$ cat src/rtl/seg7_capture_if.sv
// seg7_capture_if: display read-back bus and capture event stream.
//   segment/dig_sel : multiplexed active-low segment pattern + one-hot strobe
//   out_*           : valid/ready event stream (digit index, 5-bit code, err)
//   overrun         : sticky dropped-event flag
// slave  = capture block, master = display/consumer side.
interface seg7_capture_if #(
  parameter int NDIG = 4,
  parameter int DIGW = (NDIG > 1) ? $clog2(NDIG) : 1
);
  logic [6:0]      segment;
  logic [NDIG-1:0] dig_sel;
  logic            out_valid;
  logic            out_ready;
  logic [DIGW-1:0] out_digit;
  logic [4:0]      out_code;
  logic            out_err;
  logic            overrun;

  modport slave (
    input  segment, dig_sel, out_ready,
    output out_valid, out_digit, out_code, out_err, overrun
  );

  modport master (
    output segment, dig_sel, out_ready,
    input  out_valid, out_digit, out_code, out_err, overrun
  );
endinterface

$ cat src/rtl/seg7_capture.sv
// seg7_capture: reads back a multiplexed active-low 7-segment bus, debounces
// each digit's pattern, re-encodes it to the 5-bit display code and reports
// only changed digits on a valid/ready stream.
//   clk   : system clock, rising edge
//   rst_n : synchronous active-low reset
//   bus   : seg7_capture_if.slave (segment, dig_sel, out_ready in;
//           out_valid, out_digit, out_code, out_err, overrun out)

// Per-digit last-reported value and known flag.
module seg7_digit_store (
  input  logic       clk,
  input  logic       rst_n,
  input  logic       wr_i,
  input  logic [5:0] val_i,
  output logic       known_o,
  output logic [5:0] val_o
);
  logic       known_q;
  logic [5:0] val_q;

  always_ff @(posedge clk) begin
    if (!rst_n) begin
      known_q <= 1'b0;
      val_q   <= '0;
    end else if (wr_i) begin
      known_q <= 1'b1;
      val_q   <= val_i;
    end
  end

  assign known_o = known_q;
  assign val_o   = val_q;
endmodule

module seg7_capture #(
  parameter int NDIG   = 4,
  parameter int STABLE = 3,
  parameter int DIGW   = (NDIG > 1) ? $clog2(NDIG) : 1
) (
  input  logic           clk,
  input  logic           rst_n,
  seg7_capture_if.slave  bus
);
  typedef struct packed {
    logic       err;
    logic [4:0] code;
  } enc_t;

  function automatic logic onehot(input logic [NDIG-1:0] v);
    return (v != '0) && ((v & (v - NDIG'(1))) == '0);
  endfunction

  // input sample stage and stability tracking
  logic [NDIG-1:0] sel_q;
  logic [6:0]      seg_q;
  logic [7:0]      cnt_q, cnt_d;
  logic            fired_q, fired_d;
  logic            chg, capture;

  assign chg     = {bus.dig_sel, bus.segment} != {sel_q, seg_q};
  assign capture = (cnt_q == 8'(STABLE)) && !fired_q && onehot(sel_q);

  // cnt describes how long the value now entering s_q has been held.
  // fired keeps a saturated counter from re-capturing the same window.
  always_comb begin
    cnt_d   = cnt_q;
    fired_d = fired_q;
    if (!onehot(bus.dig_sel)) begin
      cnt_d   = '0;
      fired_d = 1'b0;
    end else if (chg) begin
      cnt_d   = 8'd1;
      fired_d = 1'b0;
    end else begin
      if (cnt_q != 8'hFF) cnt_d = cnt_q + 8'd1;
      if (capture)        fired_d = 1'b1;
    end
  end

  always_ff @(posedge clk) begin
    if (!rst_n) begin
      sel_q   <= '0;
      seg_q   <= '0;
      cnt_q   <= '0;
      fired_q <= 1'b0;
    end else begin
      sel_q   <= bus.dig_sel;
      seg_q   <= bus.segment;
      cnt_q   <= cnt_d;
      fired_q <= fired_d;
    end
  end

  // pattern -> display code; aliased letters share the lower code's pattern
  enc_t enc;
  always_comb begin
    enc = '{err: 1'b0, code: 5'h00};
    case (seg_q)
      7'h40: enc.code = 5'h00;
      7'h79: enc.code = 5'h01;
      7'h24: enc.code = 5'h02;
      7'h30: enc.code = 5'h03;
      7'h19: enc.code = 5'h04;
      7'h12: enc.code = 5'h05;
      7'h02: enc.code = 5'h06;
      7'h78: enc.code = 5'h07;
      7'h00: enc.code = 5'h08;
      7'h18: enc.code = 5'h09;
      7'h08: enc.code = 5'h0A;
      7'h03: enc.code = 5'h0B;
      7'h27: enc.code = 5'h0C;
      7'h21: enc.code = 5'h0D;
      7'h06: enc.code = 5'h0E;
      7'h0E: enc.code = 5'h0F;
      7'h3E: enc.code = 5'h10;
      7'h0C: enc.code = 5'h12;
      7'h01: enc.code = 5'h16;
      7'h23: enc.code = 5'h1D;
      7'h4F: enc.code = 5'h1E;
      7'h3F: enc.code = 5'h19;
      default: enc.err = 1'b1;
    endcase
  end

  logic [DIGW-1:0] dig_idx;
  always_comb begin
    dig_idx = '0;
    for (int i = 0; i < NDIG; i++)
      if (sel_q[i]) dig_idx = DIGW'(i);
  end

  // per-digit change filter store
  logic [NDIG-1:0]      st_known;
  logic [NDIG-1:0][5:0] st_val;
  logic [NDIG-1:0]      st_wr;
  logic                 evt, free, ld;

  assign evt  = capture && (!st_known[dig_idx] || (st_val[dig_idx] != enc));
  assign free = !bus.out_valid || bus.out_ready;
  assign ld   = evt && free;

  genvar g;
  generate
    for (g = 0; g < NDIG; g++) begin : g_dig
      assign st_wr[g] = ld && (dig_idx == DIGW'(g));
      seg7_digit_store u_store (
        .clk     (clk),
        .rst_n   (rst_n),
        .wr_i    (st_wr[g]),
        .val_i   (enc),
        .known_o (st_known[g]),
        .val_o   (st_val[g])
      );
    end
  endgenerate

  // output stream registers
  logic            valid_q, err_q, ovr_q;
  logic [DIGW-1:0] digit_q;
  logic [4:0]      code_q;

  always_ff @(posedge clk) begin
    if (!rst_n) begin
      valid_q <= 1'b0;
      digit_q <= '0;
      code_q  <= '0;
      err_q   <= 1'b0;
      ovr_q   <= 1'b0;
    end else begin
      if (ld) begin
        valid_q <= 1'b1;
        digit_q <= dig_idx;
        code_q  <= enc.code;
        err_q   <= enc.err;
      end else if (valid_q && bus.out_ready) begin
        valid_q <= 1'b0;
      end
      // stalled output: event is lost, store untouched so the digit re-reports
      if (evt && !free) ovr_q <= 1'b1;
    end
  end

  assign bus.out_valid = valid_q;
  assign bus.out_digit = digit_q;
  assign bus.out_code  = code_q;
  assign bus.out_err   = err_q;
  assign bus.overrun   = ovr_q;
endmodule

$ cat src/flat_wrapper.sv
// flat-port wrapper written by rule: the top's interface ports become plain ports
module seg7_capture_flat 
#(
  parameter int NDIG   = 4,
  parameter int STABLE = 3,
  parameter int DIGW   = (NDIG > 1) ? $clog2(NDIG) : 1
)
  (clk, rst_n, bus_segment, bus_dig_sel, bus_out_ready, bus_out_valid, bus_out_digit, bus_out_code, bus_out_err, bus_overrun);
  seg7_capture_if #(.NDIG(NDIG), .DIGW(DIGW)) bus_i ();
  input  logic clk;
  input  logic rst_n;
  input wire logic [$bits(bus_i.segment)-1:0] bus_segment;
  input wire logic [$bits(bus_i.dig_sel)-1:0] bus_dig_sel;
  input wire logic [$bits(bus_i.out_ready)-1:0] bus_out_ready;
  output wire logic [$bits(bus_i.out_valid)-1:0] bus_out_valid;
  output wire logic [$bits(bus_i.out_digit)-1:0] bus_out_digit;
  output wire logic [$bits(bus_i.out_code)-1:0] bus_out_code;
  output wire logic [$bits(bus_i.out_err)-1:0] bus_out_err;
  output wire logic [$bits(bus_i.overrun)-1:0] bus_overrun;
  assign bus_i.segment = bus_segment;
  assign bus_i.dig_sel = bus_dig_sel;
  assign bus_i.out_ready = bus_out_ready;
  assign bus_out_valid = bus_i.out_valid;
  assign bus_out_digit = bus_i.out_digit;
  assign bus_out_code = bus_i.out_code;
  assign bus_out_err = bus_i.out_err;
  assign bus_overrun = bus_i.overrun;
  seg7_capture #(.NDIG(NDIG), .STABLE(STABLE), .DIGW(DIGW)) u_core (.clk(clk), .rst_n(rst_n), .bus(bus_i));
endmodule
$ cat config.mk
export PLATFORM = sky130hd
export DESIGN_NAME = seg7_capture_flat
export DESIGN_NICKNAME = d
export VERILOG_FILES = /design/src/rtl/seg7_capture_if.sv /design/src/rtl/seg7_capture.sv /design/src/flat_wrapper.sv
export SDC_FILE = /design/constraint.sdc
export NUM_CORES = 1
export LEC_CHECK = 0
export ABC_CLOCK_PERIOD_IN_PS = 5000
export BUFFER_PORTS_ARGS = -buffer_cell sky130_fd_sc_hd__buf_2
export CAP_MARGIN = 25
export CORE_ASPECT_RATIO = 1.5
export CORE_UTILIZATION = 53
export DETAILED_ROUTE_END_ITERATION = 8
export GPL_TIMING_DRIVEN = 1
export PLACE_DENSITY = 0.71
export SLEW_MARGIN = 20
export SYNTH_ARGS = -nofsm -noshare
export SYNTH_HDL_FRONTEND = slang
export SYNTH_SLANG_ARGS = --single-unit
$ cat constraint.sdc
create_clock -name clk -period 5 [get_ports clk]
set_input_delay 0.5 -clock clk [delete_from_list [all_inputs] [get_ports clk]]
set_output_delay 0.5 -clock clk [all_outputs]
set_load 0.05 [all_outputs]
==> results.yml <==
run_status:
  status: "finished, final reports clean"
synth:
  yosysMostFrequentCell: "dfxtp_1"
  yosys.area.top_type: "dfxtp_1"
  synth_top_flop_cell: "dfxtp_1"
  netlist_instances: 379
  synth_area_per_cell_um2: 8.649
  yosysWarnings: 0
  synth.top_cells.by_area: "dfxtp_1 (35%), mux2i_1 (13%), nand2_1 (6.1%)"
  synth-seq-area-share_pct: 35.42
  synth_cell_types: 60
  async_flop_share_pct: 0
  netlist_top_cells_count: "dfxtp_1 (58), nand2_1 (53), mux2i_1 (41), nor2_1 (22), xor2_1 (18)"
  synth_seq_cells: 58
  syn_nets: 394
  synth.top_cell.area_share_pct: 35.42
  synth-edff-count: 0
  synth_area_um2: 3278
clock_tree:
  cts_tree: "yes"
  cts_sinks: 58
  clockRootBuffer: "clkbuf_8"
  ctsResizeCount: 0
  clk_pin_slew_worst_paths_ns: 0.07
  clockBufferDepth: 2
  cts_buffers: 9
  clk_latency_ns: 0.34
  ctsHoldBuffers: 0
  h-tree-depth: 3
  post_cts_buffers: 0
route:
  antenna_left: 0
  drtIter0Drc: 156
  wirelength_mm: 7.377
  dr_total_vias: 2745
  first_pass_iters: 4
  wl_per_cell_um: 15.83
  vias_per_cell: 5.891
  drc: 0
worst_hold_path:
  hold_path_depth: 2
  min_path_type: "input pin to flip-flop"
pwr:
  p_per_area_nw_per_um2: 296.9
  leakagePower_nw: 1.476
  vdd_drop_max_v: 0.0002397
  p_total_mw: 1.061
placement:
  gp_congestion: 0.8462
  dp_hpwl_mm: 5.188
  portBuffers: 23
  post-place-ws_ns: 1.895
finish:
  n_antenna_cell: 0
  fin_nets: 404
  layout-drive-gt1-share_pct: 14.47
  n_fill_cell: 520
  area_delta_synth_final_pct: 9.046
  seq_area_um2: 1161
  multi_input_area_um2: 1944
  finish.utilization_pct: 60.89
die:
  pin_count: 24
  die_area_um2: 6510
  rows: 34
  core_area_um2: 5871
  die_h_um: 98.32
  start_util_pct: 55.84
  die_w_um: 66.22
timing:
  fin_setup_tns_ns: 0
  hold_viol_final: 0
  final.setup_skew_ns: 0.008797
  setup_viol_count_final: 0
  fin_ws_ns: 1.850
  fmax_mhz: 317.5
  grt_setup_unrepaired: "false"
  period_needed_ns: 3.150
  drv_slew: 0
  fin_crit_sh_pct: 62.99
  worst_hold_slack_ns: 0.3882
  relSlewSlack_pct: 36.18
  worstMarginPinSlew_ns: 0.9560
critical_path:
  cp_slowest_stage_delay_ns: 0.68
  crit_type: "flip-flop to flip-flop"
  cp_common_cell: "o2111ai_2"
  crit_path_end_kind: "flip-flop"
  critPathSlowestCell: "o2111ai_2"
  r2r_cells: 8
  critPathLaunchType: "flip-flop"
  cp_data_required_time_ns: 5.24
  crit_fanout: 15
  worstPathArrival_ns: 3.39
  crit_chain: "nor2b_1 -> a21oi_1 -> or4b_1 -> nand4b_1 -> nor3_1 -> o2111ai_2 -> o2111ai_2 -> a211oi_1"
global_routing:
  antenna_found_initial: 0
  grt_overflow: 0
  grt_max_degree: 49
  grt_pass1_vias: 2699
  grt_pass1_wl_mm: 12.47
  grtUsageTotal_pct: 25.02
flow_run:
  max_cap_viol_count: 0
## state kept, by name, indices dropped and copies added (netlist names), 2 cells and up
| name | flops |
|---|---|
| u_core.g_dig.u_store.val_o | 24 |
| u_core.cnt_q | 8 |
| u_core.seg_q | 7 |
| u_core.bus.out_code | 5 |
| u_core.g_dig.u_store.known_o | 4 |
| u_core.sel_q | 4 |
| u_core.bus.out_digit | 2 |
## power breakdown
group | switching [mW] | total, mW | internal, mW
registers | 0.0225 | 0.490 | 0.467
clock network | 0.188 | 0.481 | 0.292
logic | 0.0541 | 0.0910 | 0.0369
total | 0.265 | 1.06 | 0.797
## stage by stage
stage / std cells / cell area, um^2
global placement: 450 / 3356
detailed placement: 450 / 3356
global route: 466 / 3575
CTS: 466 / 3575
finish: 466 / 3575
floorplan: 379 / 3278
## critical path: cells and delay by family, from the launching register on
| kind | cells | cell delay (ns) |
|---|---|---|
| DFF | 1 | 0.64 |
| AOI/OAI and AO/OA | 4 | 1.40 |
| and+or+nand+nor | 4 | 1.02 |
## logic make-up after synthesis
logic type      after synthesis  synth area share [%]
mux                          42                 12.86
flops                        58                 35.42
simple gates                149                 22.63
fa+ha+maj                     1                0.3816
compound gates               71                 17.33
xor+xnor                     22                 6.107
buf+inv                      36                 5.267
## worst paths after layout
path	startpoint	endpoint	slack (ns)
worst max-delay path	u_core.seg_q[5]$_SDFF_PN0_	u_core.g_dig[1].u_store.val_o[1]$_SDFFE_PN0P_	1.85
worst min-delay path	bus_segment[2]	u_core.seg_q[2]$_SDFF_PN0_	0.39
worst max register to register	u_core.seg_q[5]$_SDFF_PN0_	u_core.g_dig[1].u_store.val_o[1]$_SDFFE_PN0P_	1.85
worst min register to register	u_core.g_dig[2].u_store.known_o$_SDFFE_PN0P_	u_core.g_dig[2].u_store.known_o$_SDFFE_PN0P_	0.45
## area by class of cell
class                           count  area share (%)
Tap cell                           72           2.520
Clock buffer                       11           3.955
Multi-Input combinational cell    285           54.39
Timing Repair Buffer               23           3.220
Clock inverter                      5           2.170
Inverter                           12           1.260
Sequential cell                    58           32.48
## placed cells by master (no fill, tap or decap), drive strengths merged, types with 5 or more instances in the layout
cell type  instances
nand2             53
and2              14
buf               23
nor2              22
nand2b             7
dfxtp             58
xor2              18
nor3               9
o21ai             20
nand4              7
nor2b              5
and3               7
inv               11
mux2i             41
nand3              7
a21oi             17
nor4               5
clkbuf            11
## routing by layer
| metal | track usage [%] | vias to the layer above | part of all wire [%] |
|---|---|---|---|
| met5 | 0 | - | 0 |
| met4 | 12.27 | 0 | 2.7 |
| met3 | 5.607 | 21 | 3.1 |
| met2 | 43.88 | 50 | 53 |
| met1 | 27.49 | 1312 | 42 |
| li1 | - | 1362 | - |
(Power assumes the default switching activity.)
